===== config.mk =====
export PLATFORM = sky130hd
export DESIGN_NAME = req_initiator_flat
export DESIGN_NICKNAME = d
export VERILOG_FILES = /design/src/rtl/req_initiator_pkg.sv /design/src/rtl/req_initiator_if.sv /design/src/rtl/req_initiator.sv /design/src/flat_wrapper.sv
export SDC_FILE = /design/constraint.sdc
export NUM_CORES = 1
export LEC_CHECK = 0
export CAP_MARGIN = 20
export CORE_MARGIN = 8
export CORE_UTILIZATION = 30
export DETAILED_ROUTE_END_ITERATION = 7
export PLACE_DENSITY = 0.53
export SYNTH_ARGS = -nofsm -noshare
export SYNTH_HDL_FRONTEND = slang
export SYNTH_SLANG_ARGS = --single-unit

===== constraint.sdc =====
create_clock -name clk -period 5.4 [get_ports clk]
set_clock_uncertainty 0.15 [all_clocks]
set_input_delay 1.62 -clock clk [delete_from_list [all_inputs] [get_ports clk]]
set_output_delay 1.62 -clock clk [all_outputs]
set_load 0.05 [all_outputs]

===== src/rtl/req_initiator_pkg.sv =====
// Shared types and constants for the req/gnt requester.
package req_pkg;

  typedef enum logic [1:0] {
    IDLE,
    REQ,
    HOLD,
    RELEASE
  } state_t;

  localparam int GRANT_CNT_W = 16;

  // Increment that sticks at all-ones instead of wrapping.
  function automatic logic [GRANT_CNT_W-1:0] satInc(input logic [GRANT_CNT_W-1:0] value);
    return (value == '1) ? value : value + 1'b1;
  endfunction

endpackage


===== src/rtl/req_initiator_if.sv =====
// Single-bit request/grant handshake between a requester and an arbiter.
interface req_initiator_if;

  logic req;
  logic gnt;

  modport master (output req, input gnt);
  modport slave  (input req, output gnt);

endinterface


===== src/rtl/req_initiator.sv =====
// Requester side of the req/gnt handshake: raises req on start, holds it for a
// programmed number of cycles after grant, then waits for the grant to drop.
// Reports grant latency, timeouts, lost grants and a count of completions.
module req_initiator
  import req_pkg::*;
#(
  parameter int TIMEOUT = 16,
  parameter int CNT_W   = 8
) (
  input  logic                   clk,
  input  logic                   rst_n,
  input  logic                   start,
  input  logic [CNT_W-1:0]       hold_cycles,
  req_initiator_if.master        bus,
  output logic                   busy,
  output logic                   done,
  output logic                   timeout,
  output logic                   gnt_lost,
  output logic [CNT_W-1:0]       lat,
  output logic [GRANT_CNT_W-1:0] grant_cnt
);

  // Last value of the shared wait counter before a wait is abandoned.
  localparam logic [CNT_W-1:0] LIMIT = CNT_W'(TIMEOUT - 1);

  state_t                 r_state;
  logic                   r_req;
  logic                   r_busy;
  logic                   r_done;
  logic                   r_timeout;
  logic                   r_gntLost;
  logic [CNT_W-1:0]       r_cnt;
  logic [CNT_W-1:0]       r_hold;
  logic [CNT_W-1:0]       r_lat;
  logic [GRANT_CNT_W-1:0] r_grantCnt;

  // Whole handshake sequencer: state, counters and every registered output.
  // r_cnt serves both the grant wait in REQ and the release wait in RELEASE;
  // r_hold captures hold_cycles at start and is counted down in HOLD.
  always_ff @(posedge clk or negedge rst_n) begin
    if (!rst_n) begin
      r_state    <= IDLE;
      r_req      <= 1'b0;
      r_busy     <= 1'b0;
      r_done     <= 1'b0;
      r_timeout  <= 1'b0;
      r_gntLost  <= 1'b0;
      r_cnt      <= '0;
      r_hold     <= '0;
      r_lat      <= '0;
      r_grantCnt <= '0;
    end else begin
      r_done    <= 1'b0;
      r_timeout <= 1'b0;
      r_gntLost <= 1'b0;
      case (r_state)
        IDLE: begin
          if (start) begin
            r_state <= REQ;
            r_req   <= 1'b1;
            r_busy  <= 1'b1;
            r_hold  <= hold_cycles;
            r_cnt   <= '0;
          end
        end
        REQ: begin
          if (bus.gnt) begin
            r_lat   <= r_cnt;
            r_state <= HOLD;
          end else if (r_cnt == LIMIT) begin
            r_req     <= 1'b0;
            r_timeout <= 1'b1;
            r_busy    <= 1'b0;
            r_state   <= IDLE;
          end else begin
            r_cnt <= r_cnt + 1'b1;
          end
        end
        HOLD: begin
          if (!bus.gnt) begin
            r_gntLost <= 1'b1;
            r_req     <= 1'b0;
            r_cnt     <= '0;
            r_state   <= RELEASE;
          end else if (r_hold == '0) begin
            r_req   <= 1'b0;
            r_cnt   <= '0;
            r_state <= RELEASE;
          end else begin
            r_hold <= r_hold - 1'b1;
          end
        end
        RELEASE: begin
          if (!bus.gnt) begin
            r_done     <= 1'b1;
            r_grantCnt <= satInc(r_grantCnt);
            r_busy     <= 1'b0;
            r_state    <= IDLE;
          end else if (r_cnt == LIMIT) begin
            r_timeout <= 1'b1;
            r_busy    <= 1'b0;
            r_state   <= IDLE;
          end else begin
            r_cnt <= r_cnt + 1'b1;
          end
        end
        default: begin
          r_state <= IDLE;
          r_req   <= 1'b0;
          r_busy  <= 1'b0;
        end
      endcase
    end
  end

  assign bus.req   = r_req;
  assign busy      = r_busy;
  assign done      = r_done;
  assign timeout   = r_timeout;
  assign gnt_lost  = r_gntLost;
  assign lat       = r_lat;
  assign grant_cnt = r_grantCnt;

endmodule


===== src/flat_wrapper.sv =====
// flat-port wrapper written by rule: the top's interface ports become plain ports
module req_initiator_flat import req_pkg::*;
#(
  parameter int TIMEOUT = 16,
  parameter int CNT_W   = 8
)
  (clk, rst_n, start, hold_cycles, busy, done, timeout, gnt_lost, lat, grant_cnt, bus_req, bus_gnt);
  req_initiator_if bus_i ();
  input  logic clk;
  input  logic rst_n;
  input  logic start;
  input  logic [CNT_W-1:0] hold_cycles;
  output logic busy;
  output logic done;
  output logic timeout;
  output logic gnt_lost;
  output logic [CNT_W-1:0] lat;
  output logic [GRANT_CNT_W-1:0] grant_cnt;
  output wire logic [$bits(bus_i.req)-1:0] bus_req;
  input wire logic [$bits(bus_i.gnt)-1:0] bus_gnt;
  assign bus_req = bus_i.req;
  assign bus_i.gnt = bus_gnt;
  req_initiator #(.TIMEOUT(TIMEOUT), .CNT_W(CNT_W)) u_core (.clk(clk), .rst_n(rst_n), .start(start), .hold_cycles(hold_cycles), .bus(bus_i), .busy(busy), .done(done), .timeout(timeout), .gnt_lost(gnt_lost), .lat(lat), .grant_cnt(grant_cnt));
endmodule

==> metrics.txt <==
# TYPE chip_impl_metric gauge
chip_impl_info{name="run_status",value="completed"} 1
chip_impl_metric{name="post-layout-total-power",unit="mW"} 1.464
chip_impl_metric{name="cts_buffers",unit=""} 5
chip_impl_info{name="synth_area_leader_cell",value="dfrtp_1"} 1
chip_impl_metric{name="power_per_standard_cell_area",unit="nW/um^2"} 452.7
chip_impl_metric{name="grt_start_max_net_pins",unit=""} 48
chip_impl_info{name="root_buffer",value="clkbuf_8"} 1
chip_impl_metric{name="die_h",unit="um"} 109.7
chip_impl_metric{name="htree_levels",unit=""} 2
chip_impl_metric{name="start_util",unit="%"} 30.48
chip_impl_metric{name="layout-area-overhead-vs-synth",unit="%"} 22.86
chip_impl_metric{name="synth.yosys.seq_area_share",unit="%"} 44.68
chip_impl_metric{name="peakVddDrop",unit="mV"} 0.2417
chip_impl_info{name="cts_tree",value="done"} 1
chip_impl_metric{name="drv_cap",unit=""} 0
chip_impl_metric{name="cts.hold.buffers_added",unit=""} 0
chip_impl_info{name="ys.flop_type",value="dfrtp_1"} 1
chip_impl_info{name="most-common-layout-cells",value="dfrtp_1, clkdlybuf4s50_1, nand3_1, nor2_1, nand2_1"} 1
chip_impl_metric{name="holdWs",unit="ns"} 0.3479
chip_impl_info{name="crit_path_start",value="bus_gnt"} 1
chip_impl_metric{name="p_leak",unit="nW"} 1.433
chip_impl_info{name="unrepaired_setup_endpoints_after_global_routing",value="false"} 1
chip_impl_metric{name="postSynthCellCount",unit=""} 256
chip_impl_metric{name="route.detailed.drc",unit=""} 0
chip_impl_metric{name="die_width",unit="um"} 109.7
chip_impl_metric{name="drt_first_iter_violations",unit=""} 71
chip_impl_metric{name="grt_pass1_wl",unit="um"} 10410
chip_impl_metric{name="post_cts_setup_buffer_count",unit=""} 0
chip_impl_metric{name="async_flop_share",unit="%"} 100.0
chip_impl_metric{name="num-nets-final",unit=""} 315
chip_impl_metric{name="min_period",unit="ns"} 3.565
chip_impl_info{name="reg_to_reg_startpoint",value="u_core.r_state[0]"} 1
chip_impl_metric{name="synth_top_area_share",unit="%"} 44.68
chip_impl_metric{name="setup_viol_count_final",unit=""} 0
chip_impl_metric{name="setup_tns",unit="ns"} 0
chip_impl_metric{name="ant_nets",unit=""} 0
chip_impl_metric{name="report.final.hold_viol_count",unit=""} 0
chip_impl_metric{name="final_layout_size_suffix_gt1_share",unit="%"} 8.784
chip_impl_metric{name="antenna_cells_inserted",unit=""} 0
chip_impl_metric{name="cts-root-to-sink-buffers",unit=""} 2
chip_impl_metric{name="postSynthAreaPerCell",unit="um^2"} 10.28
chip_impl_metric{name="worst-r2r-setup-slack",unit="ns"} 2.94
chip_impl_metric{name="r2r.worst_path.cells",unit=""} 6
chip_impl_metric{name="hold_crit_depth",unit=""} 1
chip_impl_info{name="hold-path-endpoint",value="u_core.grant_cnt[7]"} 1
chip_impl_metric{name="ys_seq_elements",unit=""} 47
chip_impl_metric{name="detailedPlacementHpwl",unit="um"} 4382
chip_impl_info{name="commonest_non_fill_non_tap_cell_in_the_layout",value="dfrtp_1"} 1
chip_impl_metric{name="final_util",unit="%"} 37.45
chip_impl_metric{name="synth_area",unit="um^2"} 2633
chip_impl_metric{name="worst_slew_margin_rel",unit="%"} 39.46
chip_impl_metric{name="period_share",unit="%"} 66.02
chip_impl_metric{name="io_buffers",unit=""} 40
chip_impl_metric{name="first_global_vias",unit=""} 2150
chip_impl_metric{name="avgViaCountPerCell",unit=""} 5.262
chip_impl_metric{name="row_count",unit=""} 34
chip_impl_metric{name="synth_edf_count",unit=""} 0
chip_impl_metric{name="routed_wl",unit="um"} 6135
chip_impl_metric{name="postCtsResizedCells",unit=""} 0
chip_impl_metric{name="slew_viol_final",unit=""} 0
chip_impl_info{name="timing.hold.worst.start",value="u_core.grant_cnt[7]"} 1
chip_impl_metric{name="gr-usage-all-layers",unit="%"} 10.74
chip_impl_info{name="yosys-top-cells-area",value="dfrtp_1, mux2_2, ha_1"} 1
chip_impl_metric{name="drt_pre_antenna_iters",unit=""} 4
chip_impl_metric{name="gp_routability_congestion",unit=""} 0.8078
chip_impl_metric{name="arrival_time_worst_endpoint",unit="ns"} 3.65
chip_impl_metric{name="yosys_warnings",unit=""} 0
chip_impl_info{name="critPathKind",value="in2reg"} 1
chip_impl_metric{name="worst-endpoint-required",unit="ns"} 5.49
chip_impl_metric{name="clkLatencyLatePin",unit="ns"} 0.30
chip_impl_info{name="crit-reg2reg-capture",value="u_core.r_hold[1]"} 1
chip_impl_metric{name="clock_sink_count",unit=""} 47
chip_impl_metric{name="design.die.area",unit="um^2"} 12030
chip_impl_metric{name="pin_count",unit=""} 41
chip_impl_info{name="min_path_type",value="reg2reg"} 1
chip_impl_info{name="start_kind",value="primary input"} 1
chip_impl_metric{name="synth_cell_type_count",unit=""} 51
chip_impl_metric{name="max_clock_freq",unit="GHz"} 0.2805
chip_impl_metric{name="coreArea",unit="um^2"} 8636
chip_impl_metric{name="synth_fp_nets",unit=""} 276
chip_impl_metric{name="path_clk_slew",unit="ns"} 0.09
chip_impl_metric{name="grt_antenna_before_repair",unit=""} 0
chip_impl_info{name="timing.critical_path.to_type",value="register"} 1
chip_impl_metric{name="avgRoutedWirePerCell",unit="um"} 15.19
chip_impl_metric{name="dr_total_vias",unit=""} 2126
chip_impl_metric{name="path_max_fanout",unit=""} 17
chip_impl_metric{name="worst-slew-pin-transition",unit="ns"} 0.9012
chip_impl_metric{name="grt_remaining_overflow",unit=""} 0
[cell families after synthesis]
kind of cell    after synthesis  synth area share, %
xor+xnor                     15                4.991
flops                        47                44.68
mux                          17                7.082
fa+ha+maj                     8                3.802
simple gates                 84                17.30
compound gates               64                19.11
buf+inv                      21                3.042
[layout make-up]
cell class,instances,area [um^2]
timing repair buffer,42,410.4
multi-input combinational,188,1376
sequential,47,1176
fill,868,5401
clock buffer,7,86.33
tap,108,135.1
inverter,11,41.29
clock inverter,1,8.758
[through the flow]
stage / setup slack [ns] / cells / cell area, um^2
CTS: 1.872 / 404 / 3234
global placement: 1.562 / 396 / 3139
finish: 1.835 / 404 / 3234
global route: 1.626 / 404 / 3234
floorplan: 2.281 / 256 / 2633
detailed placement: 1.536 / 396 / 3139
[registers in the layout (all words and copies together), names as in the netlist]
signal,cells
u_core.bus.req,1
u_core.gnt_lost,1
u_core.lat,8
u_core.done,1
u_core.r_state,2
u_core.r_hold,8
u_core.timeout,1
u_core.r_cnt,8
u_core.grant_cnt,16
u_core.busy,1
[synth_stat cells (all sizes together) (2+ instances only)]
master   count
nand2       12
clkbuf       7
xnor2        7
a31oi        2
nand2b       3
a2bb2oi      6
o31ai        4
o32ai        2
a22o         2
nor2b        6
a41oi        4
and4         3
o211ai       4
nor2        15
dfrtp       47
mux2i        7
a21oi        9
o211a        3
a211oi       7
nor3         5
mux2        10
buf          3
a221o        2
nand3b       2
o2111ai      2
and3         7
inv         11
nor4         3
nand4        7
nand3       15
a21boi       3
o21ai        9
ha           8
xor2         8
[worst max-delay path, cell delays in order]
cell,delay [ns]
clkdlybuf4s50_1,0.74
or3b_2,0.61
a2bb2oi_1,0.29
and3_1,0.24
a221o_1,0.14
[worst max-delay path by stage]
stage / to / cells after the start
final: u_core.r_cnt[6] / 5
after global routing: u_core.r_hold[1] / 5
after CTS: u_core.r_hold[1] / 5
after detailed placement: u_core.r_hold[1] / 5
after global placement: u_core.r_hold[1] / 5
after floorplan: u_core.r_hold[1] / 5
[metal layers]
metal	up-vias	part of all wire, %	GRT usage [%]
li1	1036	-	-
met1	1032	48	13.71
met2	49	44	16.88
met3	9	5.6	2.814
met4	0	1.9	4.436
met5	-	0	0
[report_power, final]
part,leakage [nW],internal [mW],switching (mW)
clock,0.0484,0.105,0.123
combinational,0.774,0.290,0.421
sequential,0.610,0.434,0.0904
total,1.43,0.829,0.635
(Power assumes the default switching activity.)
